$ cat config.mk
export PLATFORM = sky130hd
export DESIGN_NAME = wavegen_sequencer_flat
export DESIGN_NICKNAME = d
export VERILOG_FILES = /design/src/rtl/wavegen_sequencer_if.sv /design/src/rtl/wavegen_sequencer.sv /design/src/flat_wrapper.sv
export SDC_FILE = /design/constraint.sdc
export NUM_CORES = 1
export LEC_CHECK = 0
export CAP_MARGIN = 20
export CORE_MARGIN = 2
export CORE_UTILIZATION = 60
export DETAILED_ROUTE_END_ITERATION = 8
export DONT_BUFFER_PORTS = 1
export PLACE_DENSITY = 0.76
export SETUP_SLACK_MARGIN = 0.4
export SYNTH_ARGS = -nofsm -noshare
export SYNTH_HDL_FRONTEND = slang
export SYNTH_SLANG_ARGS = --single-unit
$ cat constraint.sdc
create_clock -name clk -period 2.8 [get_ports clk]
set_clock_uncertainty 0.15 [all_clocks]
set_input_delay 0.28 -clock clk [delete_from_list [all_inputs] [get_ports clk]]
set_output_delay 0.28 -clock clk [all_outputs]
set_load 0.005 [all_outputs]
$ cat src/rtl/wavegen_sequencer_if.sv
// Control, program-write and status bundle for wavegen_sequencer.
// The master side drives configuration and commands; the sequencer is the slave.
interface wavegen_sequencer_if #(
  parameter int unsigned DIV_W   = 8,
  parameter int unsigned DWELL_W = 16
);
  logic [DIV_W-1:0]   div_val;
  logic [DWELL_W-1:0] dwell;
  logic               prog_we;
  logic [2:0]         prog_addr;
  logic [4:0]         prog_data;
  logic [2:0]         last_step;
  logic               loop_en;
  logic               start;
  logic               pause;
  logic               stop;
  logic [2:0]         wave_sel;
  logic [1:0]         amp_sel;
  logic               sample_tick;
  logic [2:0]         step;
  logic               busy;
  logic               done;

  modport master (
    output div_val, dwell, prog_we, prog_addr, prog_data, last_step, loop_en,
           start, pause, stop,
    input  wave_sel, amp_sel, sample_tick, step, busy, done
  );

  modport slave (
    input  div_val, dwell, prog_we, prog_addr, prog_data, last_step, loop_en,
           start, pause, stop,
    output wave_sel, amp_sel, sample_tick, step, busy, done
  );
endinterface

$ cat src/rtl/wavegen_sequencer.sv
// Programmable sequencer: sample-rate divider plus a small (wave, amplitude)
// program stepped through with a per-step dwell, with loop/pause/stop control.
module wavegen_sequencer #(
  parameter int unsigned DIV_W   = 8,
  parameter int unsigned DWELL_W = 16,
  parameter int unsigned DEPTH   = 8
) (
  input  logic               clk,
  input  logic               rst,
  wavegen_sequencer_if.slave bus
);

  typedef enum logic [1:0] {
    S_IDLE,
    S_RUN,
    S_PAUSE,
    S_DONE
  } state_t;

  state_t             state, state_n;
  logic [DIV_W-1:0]   div_cnt, div_n;
  logic [DWELL_W-1:0] dwell_cnt, dwell_n;
  logic [2:0]         step_q, step_n, step_inc;
  logic [2:0]         wave_q, wave_n;
  logic [1:0]         amp_q, amp_n;
  logic               tick_q, tick_n;
  logic [4:0]         mem [DEPTH];

  always_ff @(posedge clk) begin
    if (!rst) begin
      for (int unsigned i = 0; i < DEPTH; i++) mem[i] <= '0;
    end else if (bus.prog_we) begin
      mem[bus.prog_addr] <= bus.prog_data;
    end
  end

  assign step_inc = step_q + 3'd1;

  always_comb begin
    state_n = state;
    div_n   = div_cnt;
    dwell_n = dwell_cnt;
    step_n  = step_q;
    wave_n  = wave_q;
    amp_n   = amp_q;
    tick_n  = 1'b0;
    if (bus.stop) begin
      state_n = S_IDLE;
      div_n   = '0;
      dwell_n = '0;
      step_n  = '0;
      wave_n  = '0;
      amp_n   = '0;
    end else begin
      case (state)
        S_IDLE, S_DONE: begin
          if (bus.start) begin
            state_n         = S_RUN;
            div_n           = '0;
            dwell_n         = '0;
            step_n          = '0;
            {wave_n, amp_n} = mem[0];
          end
        end
        S_RUN, S_PAUSE: begin
          // Release from PAUSE counts on the same edge, so only edges with
          // pause sampled high are frozen.
          if (bus.pause) begin
            state_n = S_PAUSE;
          end else begin
            state_n = S_RUN;
            if (div_cnt >= bus.div_val) begin
              tick_n = 1'b1;
              div_n  = '0;
              if (dwell_cnt >= bus.dwell) begin
                dwell_n = '0;
                if (step_q != bus.last_step) begin
                  step_n          = step_inc;
                  {wave_n, amp_n} = mem[step_inc];
                end else if (bus.loop_en) begin
                  step_n          = '0;
                  {wave_n, amp_n} = mem[0];
                end else begin
                  state_n = S_DONE;
                end
              end else begin
                dwell_n = dwell_cnt + 1'b1;
              end
            end else begin
              div_n = div_cnt + 1'b1;
            end
          end
        end
        default: state_n = S_IDLE;
      endcase
    end
  end

  always_ff @(posedge clk) begin
    if (!rst) begin
      state     <= S_IDLE;
      div_cnt   <= '0;
      dwell_cnt <= '0;
      step_q    <= '0;
      wave_q    <= '0;
      amp_q     <= '0;
      tick_q    <= 1'b0;
    end else begin
      state     <= state_n;
      div_cnt   <= div_n;
      dwell_cnt <= dwell_n;
      step_q    <= step_n;
      wave_q    <= wave_n;
      amp_q     <= amp_n;
      tick_q    <= tick_n;
    end
  end

  assign bus.wave_sel    = wave_q;
  assign bus.amp_sel     = amp_q;
  assign bus.sample_tick = tick_q;
  assign bus.step        = step_q;
  assign bus.busy        = (state == S_RUN) || (state == S_PAUSE);
  assign bus.done        = (state == S_DONE);

endmodule
$ cat src/flat_wrapper.sv
// flat-port wrapper written by rule: the top's interface ports become plain ports
module wavegen_sequencer_flat 
#(
  parameter int unsigned DIV_W   = 8,
  parameter int unsigned DWELL_W = 16,
  parameter int unsigned DEPTH   = 8
)
  (clk, rst, bus_div_val, bus_dwell, bus_prog_we, bus_prog_addr, bus_prog_data, bus_last_step, bus_loop_en, bus_start, bus_pause, bus_stop, bus_wave_sel, bus_amp_sel, bus_sample_tick, bus_step, bus_busy, bus_done);
  wavegen_sequencer_if #(.DIV_W(DIV_W), .DWELL_W(DWELL_W)) bus_i ();
  input  logic clk;
  input  logic rst;
  input wire logic [$bits(bus_i.div_val)-1:0] bus_div_val;
  input wire logic [$bits(bus_i.dwell)-1:0] bus_dwell;
  input wire logic [$bits(bus_i.prog_we)-1:0] bus_prog_we;
  input wire logic [$bits(bus_i.prog_addr)-1:0] bus_prog_addr;
  input wire logic [$bits(bus_i.prog_data)-1:0] bus_prog_data;
  input wire logic [$bits(bus_i.last_step)-1:0] bus_last_step;
  input wire logic [$bits(bus_i.loop_en)-1:0] bus_loop_en;
  input wire logic [$bits(bus_i.start)-1:0] bus_start;
  input wire logic [$bits(bus_i.pause)-1:0] bus_pause;
  input wire logic [$bits(bus_i.stop)-1:0] bus_stop;
  output wire logic [$bits(bus_i.wave_sel)-1:0] bus_wave_sel;
  output wire logic [$bits(bus_i.amp_sel)-1:0] bus_amp_sel;
  output wire logic [$bits(bus_i.sample_tick)-1:0] bus_sample_tick;
  output wire logic [$bits(bus_i.step)-1:0] bus_step;
  output wire logic [$bits(bus_i.busy)-1:0] bus_busy;
  output wire logic [$bits(bus_i.done)-1:0] bus_done;
  assign bus_i.div_val = bus_div_val;
  assign bus_i.dwell = bus_dwell;
  assign bus_i.prog_we = bus_prog_we;
  assign bus_i.prog_addr = bus_prog_addr;
  assign bus_i.prog_data = bus_prog_data;
  assign bus_i.last_step = bus_last_step;
  assign bus_i.loop_en = bus_loop_en;
  assign bus_i.start = bus_start;
  assign bus_i.pause = bus_pause;
  assign bus_i.stop = bus_stop;
  assign bus_wave_sel = bus_i.wave_sel;
  assign bus_amp_sel = bus_i.amp_sel;
  assign bus_sample_tick = bus_i.sample_tick;
  assign bus_step = bus_i.step;
  assign bus_busy = bus_i.busy;
  assign bus_done = bus_i.done;
  wavegen_sequencer #(.DIV_W(DIV_W), .DWELL_W(DWELL_W), .DEPTH(DEPTH)) u_core (.clk(clk), .rst(rst), .bus(bus_i));
endmodule
==> results by group <==
Yosys
  – Number of synthesis warnings: 0
  – #FFs+latches synth: 75
  – Post-synth EDFFs: 40
  – Post-synth ARST share: 0%
  – Top_reg_cell synth: edfxtp_1
  – Mapped Cells: 418
  – Post-synthesis sequential area ratio: 44.6%
  – Post-synth top area cell: edfxtp_1
  – Syn nets: between 400 and 500
  – Synth Area per Inst: around 10 µm²
  – Top cells by area, synth: edfxtp_1 (28%), dfxtp_1 (16%), ha_1 (8.2%)
  – Netlist cell types: 46
  – Synth top area share: roughly 28%
  – Post-synthesis cell area: approximately 4300 µm²

Finish
  – Fin area: between 4000 and 5000 µm²
  – Multi-input logic area: approximately 2300 µm²
  – Inserted Diodes: 0
  – Layout cells sized above 1: about an eighth
  – Area Growth Syn to Fin: 12.8%
  – Final Net Count: between 500 and 600
  – Commonest non-fill, non-tap cell in the layout: and2_1
  – Fillers: 543
  – Sequential Area: ~1900 µm²
  – Most frequent cells in the layout: and2_1 (44), edfxtp_1 (40), dfxtp_1 (34)

Placement
  – Placed inst area: roughly 4400 µm²
  – Number of port buffers: 0
  – Pre-CTS setup slack: ~290 ps
  – Routability cong.: between 0.8 and 0.9
  – DPL Wire Length: between 6000 and 7000 µm

STA
  – Worst Hold Slack: between 20 and 25 ps
  – Final period utilization: approximately 84%
  – Final Max Tran Viols: 0
  – Unrepaired setup endpoints after global routing: yes
  – Tmin final: approximately 2300 ps
  – Setup TNS: 0 ps
  – Setup WS post-layout: around 450 ps
  – Fmax: ~430 MHz
  – Final setup vio count: 0
  – Worst-Margin Slew: 763 ps
  – Max-slew headroom: between 40% and 50%
  – Fin. Hold Viols: 0

Routing
  – Residual DRC: 0
  – Initial DRC count: ~190
  – Via density per instance: between 5 and 6
  – First-pass DRT Iterations: 4
  – Final ANT Viol Nets: 0
  – Per-cell routed wire length: approximately 17 µm
  – Via Count: roughly 3.2k
  – Detailed Route WL: about 9000 µm

Pwr
  – Overall power: 2.36 mW
  – Leakage: between 1.5 and 2 nW
  – Pwr per Cell Area: slightly below 500 nW/µm²
  – Worst vdd ir: roughly 0.00047 V

Clocking
  – Sink Count: 75
  – Clock slew at reported path FFs: 80 ps
  – Max Root-Sink Buffers: 2
  – Clk_lat worst skew: approximately 360 ps
  – H-tree levels: 3
  – CTS tree: built
  – CTS root buf: clkbuf_8
  – Total CTS buffers: 9

Setup path
  – Max stage delay on crit path: 370 ps
  – CP Data Required Time: just under 3000 ps
  – Worst-path cell chain: inv_1, ha_1, nand2b_4, a2111o_1, a31o_4, o31ai_2, nor2_4, o21ai_0
  – Crit path kind: reg2reg
  – Critical-path maximum fanout: 6
  – CP max stage cell: a2111o_1
  – Buf/Inv on CP: 1
  – Startpoint Class: flop
  – Crit path capture type: flop
  – Setup crit start: u_core.dwell_cnt[0]$_SDFFE_PP0P_
  – CP arrival: 2460 ps
  – Delay-heaviest family, CP: compound AO/OA/AOI/OAI gates
  – R2R Path Start: u_core.dwell_cnt[0]$_SDFFE_PP0P_

GRT
  – First-pass GRT wire length: approximately 15,000 µm
  – Initial antenna violation count: 0
  – Vias in the first global route: between 3k and 4k
  – Grt ovf: 0
  – Largest net degree at the start of global routing: 25
  – Total track usage: about a quarter

Die
  – Die Area: approximately 8000 µm²
  – Die height: 88.3 µm
  – Rows: 30
  – Die W: slightly below 90 µm
  – Ports: 53
  – Starting density of the core: a little over three fifths
  – Total core area: 6830 µm²

Run
  – Max-cap violations: 0

Worst hold path
  – Hold Path Origin: bus_start
  – HP Class: in2reg

Status
  – Outcome: complete, no violations
-- layer usage --
layer	vias to the layer above	wire, µm	track usage (%)
li1	1573	-	-
met1	1506	3760	30.6
met2	89	4520	40.9
met3	16	504	8.12
met4	0	205	8.82
met5	-	0	0
-- layout make-up --
class	instances	share of cell area (%)
clock inverter	4	1.53
timing repair buffer	19	3.90
clock buffer	12	3.02
multi-input combinational	301	47.3
inverter	28	2.18
tap	96	2.50
sequential	75	39.5
-- logic make-up (layout without fill, tap and decap cells) --
family	count (synthesis)	after routing	synth area share [%]
compound gates	81	81	13.0
xor+xnor	11	11	2.26
fa+ha+maj	28	28	8.21
buf+inv	42	63	3.99
flops	75	75	44.6
mux	18	18	7.15
simple gates	163	163	20.8
-- path summary, 6_finish.rpt --
| path | end | cells after the start | slack (ps) |
|---|---|---|---|
| worst max register to register | u_core.bus.wave_sel[0]$_SDFFE_PP0P_ | 8 | 450 |
| worst max-delay path | u_core.bus.wave_sel[0]$_SDFFE_PP0P_ | 8 | 450 |
| worst min register to register | u_core.dwell_cnt[0]$_SDFFE_PP0P_ | 1 | 310 |
| worst min-delay path | u_core.state[1]$_SDFFE_PP0N_ | 3 | 20 |
-- sequential cells by signal, summed over array words and instances, names as in the netlist --
signal / count
u_core.bus.amp_sel: 2
u_core.state: 2
u_core.dwell_cnt: 16
u_core.bus.wave_sel: 3
u_core.bus.sample_tick: 1
u_core.div_cnt: 8
u_core.mem: 40
u_core.bus.step: 3
-- report_power, final --
| group | leakage, nW | switching [mW] | internal, mW |
|---|---|---|---|
| clock network | 0.111 | 0.400 | 0.527 |
| registers | 0.666 | 0.0181 | 1.20 |
| logic | 1.05 | 0.127 | 0.0908 |
-- repair_timing --
item	CTS	global route
pin swaps	1	5
hold endpoints to repair	42	0
resized for setup	3	16
buffers inserted	1	4
setup endpoints to repair	28	26
hold buffers	7	0
-- metrics by stage --
| step | cells | utilization (%) |
|---|---|---|
| after floorplan | 418 | - |
| after global placement | 507 | 64.0 |
| after detailed placement | 507 | 64.0 |
| after CTS | 531 | 68.5 |
| after global routing | 535 | 70.4 |
| final | 535 | 70.4 |
-- worst register-to-register path, stage by stage (launching register included) --
cell and delay, ps:
dfxtp_2 350, inv_1 50, ha_1 270, nand2b_4 130, a2111o_1 370, a31o_4 280, o31ai_2 340, nor2_4 100
o21ai_0 230
-- Yosys cell counts (3+ instances only) --
cell,count
nor2b_1,9
nor2_1,25
xor2_1,6
a211oi_1,6
ha_1,28
mux4_2,10
clkbuf_1,8
o21a_1,3
o21ai_0,18
nand2b_1,10
nand2_1,24
a32oi_1,12
inv_1,28
dfxtp_1,35
buf_2,4
o31a_1,3
a21oi_1,12
edfxtp_1,40
nand3_1,18
and2_1,44
nand4_1,13
o31ai_1,6
xnor2_1,5
mux2i_1,8
nor3_1,6
o21ai_1,7
and3_1,6
Note: power is estimated with default switching activity, not from simulation.
